File: config.mk
export PLATFORM = sky130hd
export DESIGN_NAME = move_key_debouncer
export DESIGN_NICKNAME = d
export VERILOG_FILES = /design/src/rtl/move_key_debouncer.sv
export SDC_FILE = /design/constraint.sdc
export NUM_CORES = 1
export LEC_CHECK = 0
export BUFFER_PORTS_ARGS = -buffer_cell sky130_fd_sc_hd__buf_2
export CAP_MARGIN = 20
export CORE_MARGIN = 3
export CORE_UTILIZATION = 40
export CTS_CLUSTER_DIAMETER = 200
export DETAILED_ROUTE_END_ITERATION = 6
export SLEW_MARGIN = 20
export SYNTH_ARGS = -nofsm -noshare
export SYNTH_HDL_FRONTEND = slang
export SYNTH_SLANG_ARGS = --single-unit
File: constraint.sdc
create_clock -name Clk -period 5.7 [get_ports Clk]
set_clock_uncertainty 0.15 [all_clocks]
set_input_delay 0.285 -clock Clk [delete_from_list [all_inputs] [get_ports Clk]]
set_output_delay 0.285 -clock Clk [all_outputs]
set_load 0.005 [all_outputs]
File: src/rtl/move_key_debouncer.sv
// Debounces the four direction buttons, turns each clean 0->1 edge into a
// one-cycle press pulse, and holds one encoded move in a valid/ready slot
// until the game-logic FSM takes it.
module move_key_debouncer #(
   parameter int DEBOUNCE_CYCLES = 500000
) (
   input  logic       Clk,
   input  logic       Reset,
   input  logic [3:0] btn_sync,
   output logic [3:0] btn_level,
   output logic [3:0] btn_press,
   output logic       move_valid,
   output logic [1:0] move_dir,
   input  logic       move_ready,
   output logic       move_drop
);

   localparam int CNT_W = $clog2(DEBOUNCE_CYCLES);
   localparam logic [CNT_W-1:0] CNT_MAX = CNT_W'(DEBOUNCE_CYCLES - 1);

   typedef enum logic {
      IDLE    = 1'b0,
      PENDING = 1'b1
   } state_t;

   state_t           state_q, state_d;
   logic [CNT_W-1:0] cnt_q [4];
   logic [CNT_W-1:0] cnt_d [4];
   logic [3:0]       level_q, level_d;
   logic [3:0]       press_q, press_d;
   logic [1:0]       dir_q, dir_d;
   logic             drop_q, drop_d;

   // Lowest set index wins when several presses arrive together.
   function automatic logic [1:0] lowest_index(input logic [3:0] v);
      logic [1:0] idx;
      if (v[0])      idx = 2'd0;
      else if (v[1]) idx = 2'd1;
      else if (v[2]) idx = 2'd2;
      else           idx = 2'd3;
      return idx;
   endfunction

   // True when more than one bit is set, i.e. some press must be thrown away.
   function automatic logic more_than_one(input logic [3:0] v);
      return (v & (v - 4'd1)) != 4'd0;
   endfunction

   // Per-channel stability counters: a new level is accepted only after it
   // has differed from the debounced level for DEBOUNCE_CYCLES edges in a row.
   always_comb begin
      level_d = level_q;
      press_d = 4'b0000;
      for (int i = 0; i < 4; i++) begin
         cnt_d[i] = cnt_q[i];
         if (btn_sync[i] == level_q[i]) begin
            cnt_d[i] = '0;
         end else if (cnt_q[i] == CNT_MAX) begin
            level_d[i] = btn_sync[i];
            press_d[i] = btn_sync[i];
            cnt_d[i]   = '0;
         end else begin
            cnt_d[i] = cnt_q[i] + 1'b1;
         end
      end
   end

   // Move slot: capture in IDLE, hold while the consumer stalls, and allow a
   // fresh capture on the same cycle the previous move is accepted.
   always_comb begin
      state_d = state_q;
      dir_d   = dir_q;
      drop_d  = 1'b0;
      case (state_q)
         IDLE: begin
            if (|press_q) begin
               state_d = PENDING;
               dir_d   = lowest_index(press_q);
               drop_d  = more_than_one(press_q);
            end
         end
         PENDING: begin
            if (!move_ready) begin
               drop_d = |press_q;
            end else if (|press_q) begin
               state_d = PENDING;
               dir_d   = lowest_index(press_q);
               drop_d  = more_than_one(press_q);
            end else begin
               state_d = IDLE;
            end
         end
         default: begin
            state_d = IDLE;
         end
      endcase
   end

   // State register for counters, levels, pulses and the move slot.
   always_ff @(posedge Clk or negedge Reset) begin
      if (!Reset) begin
         for (int i = 0; i < 4; i++) begin
            cnt_q[i] <= '0;
         end
         level_q <= 4'b0000;
         press_q <= 4'b0000;
         state_q <= IDLE;
         dir_q   <= 2'd0;
         drop_q  <= 1'b0;
      end else begin
         for (int i = 0; i < 4; i++) begin
            cnt_q[i] <= cnt_d[i];
         end
         level_q <= level_d;
         press_q <= press_d;
         state_q <= state_d;
         dir_q   <= dir_d;
         drop_q  <= drop_d;
      end
   end

   assign btn_level  = level_q;
   assign btn_press  = press_q;
   assign move_valid = (state_q == PENDING);
   assign move_dir   = dir_q;
   assign move_drop  = drop_q;

endmodule

* Yosys cells after proc, flatten, opt, wreduce, memory -nomap -nowiden
Index checks and enable logic that the tools add are counted.
** Word-level totals
- Input port bits :: 7
- Memories kept :: 0
- Bits in latches :: 0
- Output and inout port bits :: 12
- RAM bits :: 0
- ROM bits :: 0
- Register bits :: 88
** Cells by class
- Equality and inequality tests :: 9
- Reductions and logical operators :: 6
- Muxes and demuxes :: 28
- Shift operators :: 0
- Add/sub/neg operators :: 5
- Bitwise gates (word level) :: 6
- Divide/modulo/power cells :: 0
- Multiply operators :: 0
- Order comparisons :: 0
** Operators with widths (count)
- 2-to-1 mux 19 bit :: 8
- adder 19 x 1 -> 19 bit (second input constant) :: 4
- equality test 19 bit (second input constant) :: 4
- 2-to-1 mux 1 bit :: 13
- 2-to-1 mux 2 bit :: 4
- AND reduction 2 bit :: 4
- inverter 1 bit :: 5
- bitwise AND 4 bit :: 1
- equality test 1 bit :: 4
- case mux 1 bit (2 select lines) :: 2
- case mux 2 bit (2 select lines) :: 1
- nonzero test 4 bit :: 1
- OR reduction 4 bit :: 1
- subtractor 4 x 1 -> 4 bit (second input constant) :: 1
- != test 2 bit (second input constant) :: 1

* Logic depth before layout (Yosys ltp)
Gate-level depths: netlist of run 1.
- Word-level depth :: 6
- Gate-level depth with buffers :: 6

* Worst setup path after synthesis of run 1
No wires, ideal clock.
- Kind :: reg2reg
- From :: register cnt_q[57] in the netlist's numbering
- To :: register level_q[0] (netlist: btn_level[0])
- Path slack :: 3633 ps
- Stages on the path, launching flop included :: 5
- Data arrival time :: 1792 ps
- Path buffers :: 0
- Required time :: 5425 ps
- Cell sequence :: dfrtp_1 > ha_1 > nand4_1 > or4_4 > mux2_4
** On the way
- Word-level cells in the longest chain between the ends :: 2
** Ends and longest elaborated chain
- start: declaration :: line 27 : logic [CNT_W-1:0] cnt_q [4];
- start signal: indexed assignment :: line 112 : cnt_q[i] <= cnt_d[i];
- equality test 19 bit :: line 58 : end else if (cnt_q[i] == CNT_MAX) begin
- AND reduction 2 bit (no line)
- end signal: assignment :: line 114 : level_q <= level_d;
- end: declaration :: line 29 : logic [3:0] level_q, level_d;
No other way between the ends.
A chain may end at the register's enable or synchronous reset.

==> flow_summary.toml, run 1 <==
[run_status]
status = "completed"

[logic_synthesis]
synth_compound_area_share_pct = 6.120
synth_cell_types = 46
ys_ff_latch = 88
syn_avg_cell_area_um2 = 10.06
ys_top_cells_by_area = "dfrtp_1, xnor2_1, nor2_1"
synth_top_area_share_pct = 50.10
synthCells = 437
ys_seq_area_share_pct = 50.10
synth_top_area_cell = "dfrtp_1"
synth_top_family_by_area = "simple AND/OR/NAND/NOR gates"
syn-num-nets = 448
synthArstFlopShare_pct = 100.0
muxShareOfSynthArea_pct = 1.196
synth_edf_count = 0
ys.flop_type = "dfrtp_1"
synth-adder-area-share_pct = 1.366
synthXorXnorAreaFrac_pct = 11.96
ys_warn_count = 0
yosys.area_share.simple_pct = 27.58
syn_area_um2 = 4395

[sta]
timing.final.crit_share_pct = 43.22
relSlewSlack_pct = 35.53
tightest_slew_ns = 0.9637
hold_viol_final = 0
drv_slew = 0
rsz0062_at_grt = "no"
period_minus_slack_ns = 2.464
timing.setup.tns_ns = 0
setup_violations = 0
max_freq_mhz = 405.9

[detailed_routing]
first_pass_iters = 4
detail-route-antenna-nets = 0
vias = 3223
first_iter_violations = 151
drt-total-wl_um = 8308
drc_errors = 0
viasPerCell = 5.336
wl_per_cell_um = 13.75

[floorplan]
die_w_um = 110.8
die_area_um2 = 12280
coreArea_um2 = 10510
num_rows = 37
io_pins = 19
fp.dieH_um = 110.8
start_util_pct = 41.83

[grt]
grtUsageTotal_pct = 14.55
grt_pass1_wl_um = 15030
antenna_found_initial = 0
grt_max_degree = 66
grt_overflow = 0
grt_pass1_vias = 3187

[cells_and_area]
antennaDiodeCount = 0
drive_above_1_share_pct = 12.82
multi_input_area_um2 = 2120
fin_nets = 474
area_delta_synth_final_pct = 10.50
utilization_pct = 46.22
fillers = 993
regArea_um2 = 2202

[power]
swShare_pct = 25.02
p_int_w = 0.0008829
comb_power_share_pct = 6.1
clkPwrFrac_pct = 37.9
irDropWorstVdd_uv = 129.3
p_switching_w = 0.0002946
pwr-share-seq_pct = 56.0
p_leak_nw = 1.894
power_density_nw_per_um2 = 242.4

[worst_setup_path]
r2r_slack_ns = 3.24
crit_arrival_ns = 2.51
critPathCapture = "cnt_q[63]$_DFF_PN0_"
rr_endpoint = "cnt_q[63]$_DFF_PN0_"
cp.required_ns = 5.75
reg2reg_depth = 4
worstSetupPathType = "reg -> reg"
cp-start-kind = "flip-flop"
worstSetupStartpoint = "cnt_q[57]$_DFF_PN0_"
end_kind = "flip-flop"
cp_max_fo = 17
r2r_start = "cnt_q[57]$_DFF_PN0_"

[clock_tree]
cts_buffers = 9
clock_latency_ns = 0.36
htreeDepth = 3
cts_buffer_depth = 2
path_clk_slew_ns = 0.09
clock-root-buffer = "clkbuf_8"
cts_tree = "done"
post-cts-setup-buffers = 0
clkSinkCount = 88

[job]
cap_violations = 0

[placed_design]
place_congestion = 0.8001
io_buffer_count = 18
dpl.hpwl_um = 5821

[min_path]
worstHoldPathType = "in -> reg"
-- power groups by stage --
stage	Combinational, W	Clock [W]	Sequential (W)
6_report	0.0000717	0.000446	0.000660
5_1_grt	0.0000824	0.000497	0.000663
4_1_cts	0.0000742	0.000463	0.000660
3_5_place_dp	0.0000731	0	0.000672
3_3_place_gp	0.0000726	0	0.000671
2_1_floorplan	0.0000452	0	0.000669
-- synthesized netlist by cell type (3+ instances only) --
cell and instances:
dfrtp_1 88, nor2_1 78, xnor2_1 45, nand2_1 27, nand3_1 26, nand4_1 19, nor3_1 16, nor4_1 16
xor2_1 15, a21oi_1 13, inv_1 11, o21ai_0 8, or3_1 8, or4_1 6, buf_2 5, or2_2 5
ha_1 4, nor3b_1 4, and3_1 3, o41ai_1 3, o41ai_4 3, or4_4 3
-- critical path, cell delays in order (launching register included) --
cell,delay (ns)
dfrtp_1,0.41
ha_1,0.22
nand4_1,0.42
o41ai_4,0.96
nor2_1,0.15
-- repair_timing --
item / 4_1_cts / 5_1_grt
gates resized for setup: 0 / 0
hold buffers: 1 / 0
setup endpoints to repair: 0 / 0
endpoints found under the hold margin: 23 / 0
-- layout by cell type (no fill, tap or decap), types with 2 or more instances in the layout --
cell / count
dfrtp_1: 88
nor2_1: 78
xnor2_1: 45
nand2_1: 27
nand3_1: 26
nand4_1: 19
buf_2: 17
nor4_1: 16
nor3_1: 16
xor2_1: 15
a21oi_1: 13
inv_1: 11
clkbuf_8: 10
o21ai_0: 8
or3_1: 8
or4_1: 6
or2_2: 5
nor3b_1: 4
ha_1: 4
clkinvlp_4: 4
o41ai_4: 3
and3_1: 3
o41ai_1: 3
or4_4: 3
buf_4: 3
or2_0: 2
o31ai_1: 2
and2_1: 2
nor2b_1: 2
or4b_1: 2
mux2_4: 2
mux2_2: 2
-- final cells by class --
class / instances / share of cell area (%)
multi-input combinational: 332 / 43.64
clock buffer: 10 / 2.834
clock inverter: 6 / 1.417
timing repair buffer: 21 / 2.421
tap: 136 / 3.503
sequential: 88 / 45.34
inverter: 11 / 0.8501
-- worst min-delay path by stage --
stage / endpoint / depth (start not counted) / start / slack (ns)
finish: btn_level[1]$_DFFE_PN0P_ / 2 / btn_sync[1] / 0.04
global route: btn_level[0]$_DFFE_PN0P_ / 2 / btn_sync[0] / 0.03
CTS: btn_level[1]$_DFFE_PN0P_ / 2 / btn_sync[1] / 0.02
detailed placement: cnt_q[59]$_DFF_PN0_ / 1 / Reset / 0.05
global placement: cnt_q[59]$_DFF_PN0_ / 1 / Reset / 0.05
floorplan: btn_level[0]$_DFFE_PN0P_ / 0 / Reset / -0.16
-- state kept, by name, summed over array words and instances, names as in the netlist --
signal / cells
btn_press: 4
move_valid: 1
move_dir: 2
move_drop: 1
btn_level: 4
cnt_q: 76
-- per-stage QoR --
stage / hold WS [ns] / total power (W) / cell area [um2] / cells / setup slack (ns)
final: 0.03820 / 0.001177 / 4857 / 604 / 3.236
after global routing: 0.02606 / 0.001243 / 4857 / 604 / 3.025
after CTS: 0.02219 / 0.001197 / 4857 / 604 / 3.247
after detailed placement: 0.05138 / 0.0007456 / 4641 / 587 / 3.272
after global placement: 0.05471 / 0.0007438 / 4641 / 587 / 3.375
after floorplan: -0.1606 / 0.0007140 / 4395 / 437 / 3.633
-- logic make-up after synthesis --
group,after synthesis
buf+inv,17
fa+ha+maj,5
simple gates,230
compound gates,33
flops,88
mux,4
xor+xnor,60
-- routing by layer --
metal | global-route usage (%) | routed length, um | share of wire (%)
met5 | 0 | 0 | 0
met4 | 2.545 | 62 | 0.75
met3 | 4.585 | 321 | 3.9
met2 | 22.90 | 3935 | 47
met1 | 20.06 | 3988 | 48
Power figures use the tool's default switching activity.
==> run 2, diff against run 1 <==
--- a/config.mk
+++ b/config.mk
@@ -5,6 +5,7 @@
 export SDC_FILE = /design/constraint.sdc
 export NUM_CORES = 1
 export LEC_CHECK = 0
+export ABC_AREA = 1
 export BUFFER_PORTS_ARGS = -buffer_cell sky130_fd_sc_hd__buf_2
 export CAP_MARGIN = 20
 export CORE_MARGIN = 3
==> constraint.sdc (replaced) <==
create_clock -name Clk -period 2.5 [get_ports Clk]
set_clock_uncertainty 0.15 [all_clocks]
set_input_delay 0.125 -clock Clk [delete_from_list [all_inputs] [get_ports Clk]]
set_output_delay 0.125 -clock Clk [all_outputs]
set_load 0.005 [all_outputs]
==> flow_summary.toml, run 2 <==
[power]
p_leak_nw = 2.461
p_total_w = 0.003078
power_density_nw_per_um2 = 548.8
irDropWorstVdd_uv = 371.9

[clock_tree]
clkSinkCount = 88
cts_buffer_depth = 2
post-cts-setup-buffers = 0
hold_buffers = 6
clock-root-buffer = "clkbuf_16"
path_clk_slew_ns = 0.06
htreeDepth = 3
cts_resized = 0
clock_latency_ns = 0.35
cts_buffers = 9
cts_tree = "done"

[sta]
hold_ws_ns = 0.1917
timing.final.crit_share_pct = 68.94
drv_slew = 0
hold_viol_final = 0
period_minus_slack_ns = 1.724
relSlewSlack_pct = 68.37
rsz0062_at_grt = "no"
setup_violations = 0
timing.setup.tns_ns = 0
tightest_slew_ns = 0.4722
max_freq_mhz = 580.2

[floorplan]
fp.dieH_um = 117.1
coreArea_um2 = 11710
num_rows = 39
start_util_pct = 42.14
die_area_um2 = 13710
io_pins = 19
die_w_um = 117.1

[logic_synthesis]
synth_edf_count = 0
syn_avg_cell_area_um2 = 7.131
ys_top_cells_by_area = "dfrtp_1, nor2_1, nand2_1"
synth_common_cells = "nor2_1, nand2_1, dfrtp_1, inv_1, nand3_1"
synth_cell_types = 26
synthCells = 692
syn_area_um2 = 4935
ys.flop_type = "dfrtp_1"
synth_top_area_share_pct = 44.62
syn-num-nets = 703
synth_top_area_cell = "dfrtp_1"
synthArstFlopShare_pct = 100.0
synth_most_common_cell = "nor2_1"
ys_warn_count = 0
ys_ff_latch = 88
ys_seq_area_share_pct = 44.62

[grt]
use_met3_pct = 3.805
grt_pass1_wl_um = 19320
grtUsageTotal_pct = 17.73
grt_util_met2_pct = 28.06
grt_max_degree = 89
grt.met1_usage_pct = 23.89
top_usage_layer = "met2"
grt_overflow = 0
antenna_found_initial = 0
grt_pass1_vias = 4232

[worst_setup_path]
crit_slowest_cell = "dfrtp_1"
path_cells = "ha_1, nand2_1, nor2_2, nand3_1, nor2_1, nor2_2, inv_2, nor2_1"
cp_max_fo = 7
crit_arrival_ns = 1.81
cp-start-kind = "flip-flop"
cp_top_family = "simple AND/OR/NAND/NOR gates"
end_kind = "flip-flop"
path_buf_inv = 1
cp_slowest_stage_delay_ns = 0.37
cp.required_ns = 2.58
worstSetupPathType = "reg -> reg"

[cells_and_area]
fin_cells = 873
final_cell_mix = "nor2_1, nand2_1, dfrtp_1"
fin_nets = 738
drive_above_1_share_pct = 7.534
largest_register = "cnt_q"
utilization_pct = 47.90
area_delta_synth_final_pct = 13.67
antennaDiodeCount = 0
layout_commonest_cell = "nor2_1"
largest_reg_flops = 76

[detailed_routing]
detail-route-antenna-nets = 0
drc_errors = 0
wl_per_cell_um = 12.45
first_iter_violations = 314
viasPerCell = 4.944
drt-total-wl_um = 10870
vias = 4316
first_pass_iters = 5

[placed_design]
dpl.hpwl_um = 7954
placed_cells = 853
place_congestion = 0.9122
io_buffer_count = 18

[min_path]
worstHoldPathType = "in -> async"

[job]
cap_violations = 0

[run_status]
status = "completed"
## run 2: cell types whose count changed in the layout (fill, tap and decap cells not counted), moves of 6 or more
cell / previous run / this run
nor2_2: 0 / 9
clkbuf_8: 10 / 0
inv_1: 11 / 77
xnor2_1: 45 / 4
nor2_1: 78 / 181
nor4_1: 16 / 0
nand2_1: 27 / 165
clkbuf_16: 0 / 9
nand3_1: 26 / 54
or3_1: 8 / 0
or4_1: 6 / 0
xor2_1: 15 / 29
o21ai_0: 8 / 19
nand4_1: 19 / 10
## run 2: cell type report
class,instances,area [um2]
Clock inverter,4,95.09
Inverter,81,304.0
Sequential cell,88,2202
Multi-Input combinational cell,521,2420
Timing Repair Buffer,26,180.2
Fill cell,1193,6102
Tap cell,143,178.9
Clock buffer,10,229.0
## run 2: where the power goes
part | internal, W | total (W) | leakage [nW] | switching, W
sequential | 0.00144 | 0.00145 | 1.20 | 0.0000132
combinational | 0.0000356 | 0.000109 | 1.10 | 0.0000733
clock | 0.000964 | 0.00152 | 0.158 | 0.000551
## run 2: worst register-to-register path: stages, from the launching register on
cell and delay (ns):
dfrtp_1 0.37, ha_1 0.27, nand2_1 0.11, nor2_2 0.16, nand3_1 0.13, nor2_1 0.14, nor2_2 0.09, inv_2 0.15
nor2_1 0.06
## run 2: worst paths after layout
check,startpoint,end,slack [ns],cells after the start
worst max-delay path,cnt_q[38]$_DFF_PN0_,cnt_q[55]$_DFF_PN0_,0.78,8
worst min-delay path,Reset,cnt_q[32]$_DFF_PN0_,0.19,3
worst max register to register,cnt_q[38]$_DFF_PN0_,cnt_q[55]$_DFF_PN0_,0.78,8
worst min register to register,cnt_q[19]$_DFF_PN0_,cnt_q[19]$_DFF_PN0_,0.31,1
max in group asynchronous,Reset,cnt_q[30]$_DFF_PN0_,1.63,3
min in group Clk,cnt_q[19]$_DFF_PN0_,cnt_q[19]$_DFF_PN0_,0.31,1
## run 2: per-layer routing
| metal | share of wire (%) | wire length (um) | vias to the layer above |
|---|---|---|---|
| met2 | 46 | 4994 | 57 |
| met5 | 0 | 0 | - |
| li1 | - | - | 2222 |
| met4 | 1.6 | 173 | 0 |
| met1 | 49 | 5315 | 2023 |
| met3 | 3.5 | 381 | 14 |
## run 2: logic make-up after synthesis
kind of cell,count (synthesis),synth area share [%]
adder cells (fa/ha/maj),4,1.014
AO/OA/AOI/OAI,30,3.195
flip-flops,88,44.62
XOR/XNOR,34,6.187
buffers and inverters,83,6.339
AND/OR/NAND/NOR,453,38.64
## run 2: per-stage QoR
stage	setup slack [ns]	instance area (um2)
after CTS	0.7818	5609
final	0.7764	5609
after global placement	0.8276	5225
after detailed placement	0.7967	5225
after global routing	0.6037	5609
after floorplan	1.035	4935
==> run 3, diff against run 2 <==
==> constraint.sdc (replaced) <==
create_clock -name Clk -period 1.4 [get_ports Clk]
set_clock_uncertainty 0.15 [all_clocks]
set_input_delay 0.07 -clock Clk [delete_from_list [all_inputs] [get_ports Clk]]
set_output_delay 0.07 -clock Clk [all_outputs]
set_load 0.005 [all_outputs]
==> flow_summary.toml, run 3 (synthesis results as in run 2) <==
[run_status]
status = "finished with violations"
failed_checks = "negative setup slack"

[detailed_routing]
first_iter_violations = 218
viasPerCell = 5.018
wl_per_cell_um = 14.05
detail-route-antenna-nets = 0
first_pass_iters = 5
drt-total-wl_um = 14020
vias = 5008
drc_errors = 0

[floorplan]
num_rows = 39
fp.dieH_um = 117.1
start_util_pct = 42.14
coreArea_um2 = 11710
io_pins = 19
die_w_um = 117.1
die_area_um2 = 13710

[min_path]
worstHoldPathType = "in -> async"

[worst_setup_path]
worstSetupPathType = "reg -> reg"
cp_max_fo = 7
cp.required_ns = 1.49
cp-start-kind = "flip-flop"
crit_arrival_ns = 1.61
end_kind = "flip-flop"

[clock_tree]
cts_buffer_depth = 2
clkSinkCount = 88
cts_buffers = 9
clock-root-buffer = "clkbuf_16"
clock_latency_ns = 0.35
htreeDepth = 3
cts_tree = "done"
path_clk_slew_ns = 0.07

[grt]
grt_pass1_vias = 4833
antenna_found_initial = 0
grtUsageTotal_pct = 20.45
grt_max_degree = 37
grt_pass1_wl_um = 21980
grt_overflow = 0

[cells_and_area]
final_cell_mix = "nor2_1, nand2_1, buf_4"
fillers = 956
utilization_pct = 62.97
largest_register = "cnt_q"
fin_cells = 998
layout_commonest_cell = "nor2_1"
fin_nets = 861
area_delta_synth_final_pct = 49.44
largest_reg_flops = 76
antennaDiodeCount = 0
drive_above_1_share_pct = 39.77

[placed_design]
placed_cells = 952
io_buffer_count = 18
dpl.hpwl_um = 9325
place_congestion = 0.9247

[job]
cap_violations = 0

[sta]
period_minus_slack_ns = 1.523
setup_slack_ns = -0.1234
rsz0062_at_grt = "yes"
timing.final.crit_share_pct = 108.8
hold_viol_final = 0
relSlewSlack_pct = 78.78
max_freq_mhz = 656.4
drv_slew = 0
setup_violations = 56
tightest_slew_ns = 0.3158

[power]
irDropWorstVdd_uv = 740.5
p_leak_nw = 3.312
power_density_nw_per_um2 = 737.5
## run 3: power by group
group	switching, W	internal, W
clock	0.00105	0.00143
combinational	0.000188	0.000152
sequential	0.0000413	0.00257
total	0.00128	0.00416
## run 3: metal layers
metal | global-route usage, % | wire length (um) | vias to the layer above
met2 | 32.61 | 7038 | 115
met1 | 27.26 | 6148 | 2394
met3 | 3.650 | 558 | 23
met5 | 0 | 0 | -
li1 | - | - | 2476
met4 | 9.251 | 278 | 0
## run 3: per-stage QoR
stage / hold slack (ns) / setup TNS (ns) / power [W] / instance area, um2 / setup WS (ns)
after global routing: 0.03022 / -7.992 / 0.005637 / 7375 / -0.2117
after CTS: 0.01304 / -2.045 / 0.005436 / 6751 / -0.09456
after detailed placement: -0.1579 / -5.526 / 0.002897 / 6057 / -0.1849
after floorplan: -0.3756 / -0.04048 / 0.002743 / 5011 / -0.01742
final: 0.01117 / -3.305 / 0.005439 / 7375 / -0.1234
after global placement: -0.1646 / -3.751 / 0.002888 / 6057 / -0.1531
## run 3: what timing repair did
action,in CTS,in global routing
gates cloned,0,0
resized for setup,80,152
hold buffers,6,0
endpoints found under the hold margin,109,0
setup endpoints to repair,66,77
setup buffers,7,18
pin swaps,42,76
## run 3: path summary, 6_finish.rpt
path,depth (start not counted),to,start,slack (ns)
max in group asynchronous,3,cnt_q[45]$_DFF_PN0_,Reset,0.57
max,8,cnt_q[46]$_DFF_PN0_,cnt_q[38]$_DFF_PN0_,-0.12
min reg2reg,2,move_dir[1]$_DFFE_PN0P_,move_dir[1]$_DFFE_PN0P_,0.34
min in group Clk,2,move_dir[1]$_DFFE_PN0P_,move_dir[1]$_DFFE_PN0P_,0.34
min,2,cnt_q[16]$_DFF_PN0_,Reset,0.01
max reg2reg,8,cnt_q[46]$_DFF_PN0_,cnt_q[38]$_DFF_PN0_,-0.12
## run 3: final cells by class
class | count | area (um2) | share of cell area (%)
multi-input combinational | 521 | 3167 | 42.94
sequential | 88 | 2217 | 30.06
timing repair buffer | 149 | 1184 | 16.05
inverter | 81 | 329.1 | 4.462
clock buffer | 11 | 242.7 | 3.291
tap | 143 | 178.9 | 2.426
clock inverter | 5 | 56.30 | 0.7635
## run 3: critical path, cell delays in order, from the launching register on
cell and delay, ns:
dfrtp_2 0.41, ha_4 0.17, nand2_4 0.06, nor2_4 0.16
nand3_4 0.12, nor2_4 0.12, nor2_4 0.07, inv_4 0.11
nor2_1 0.05
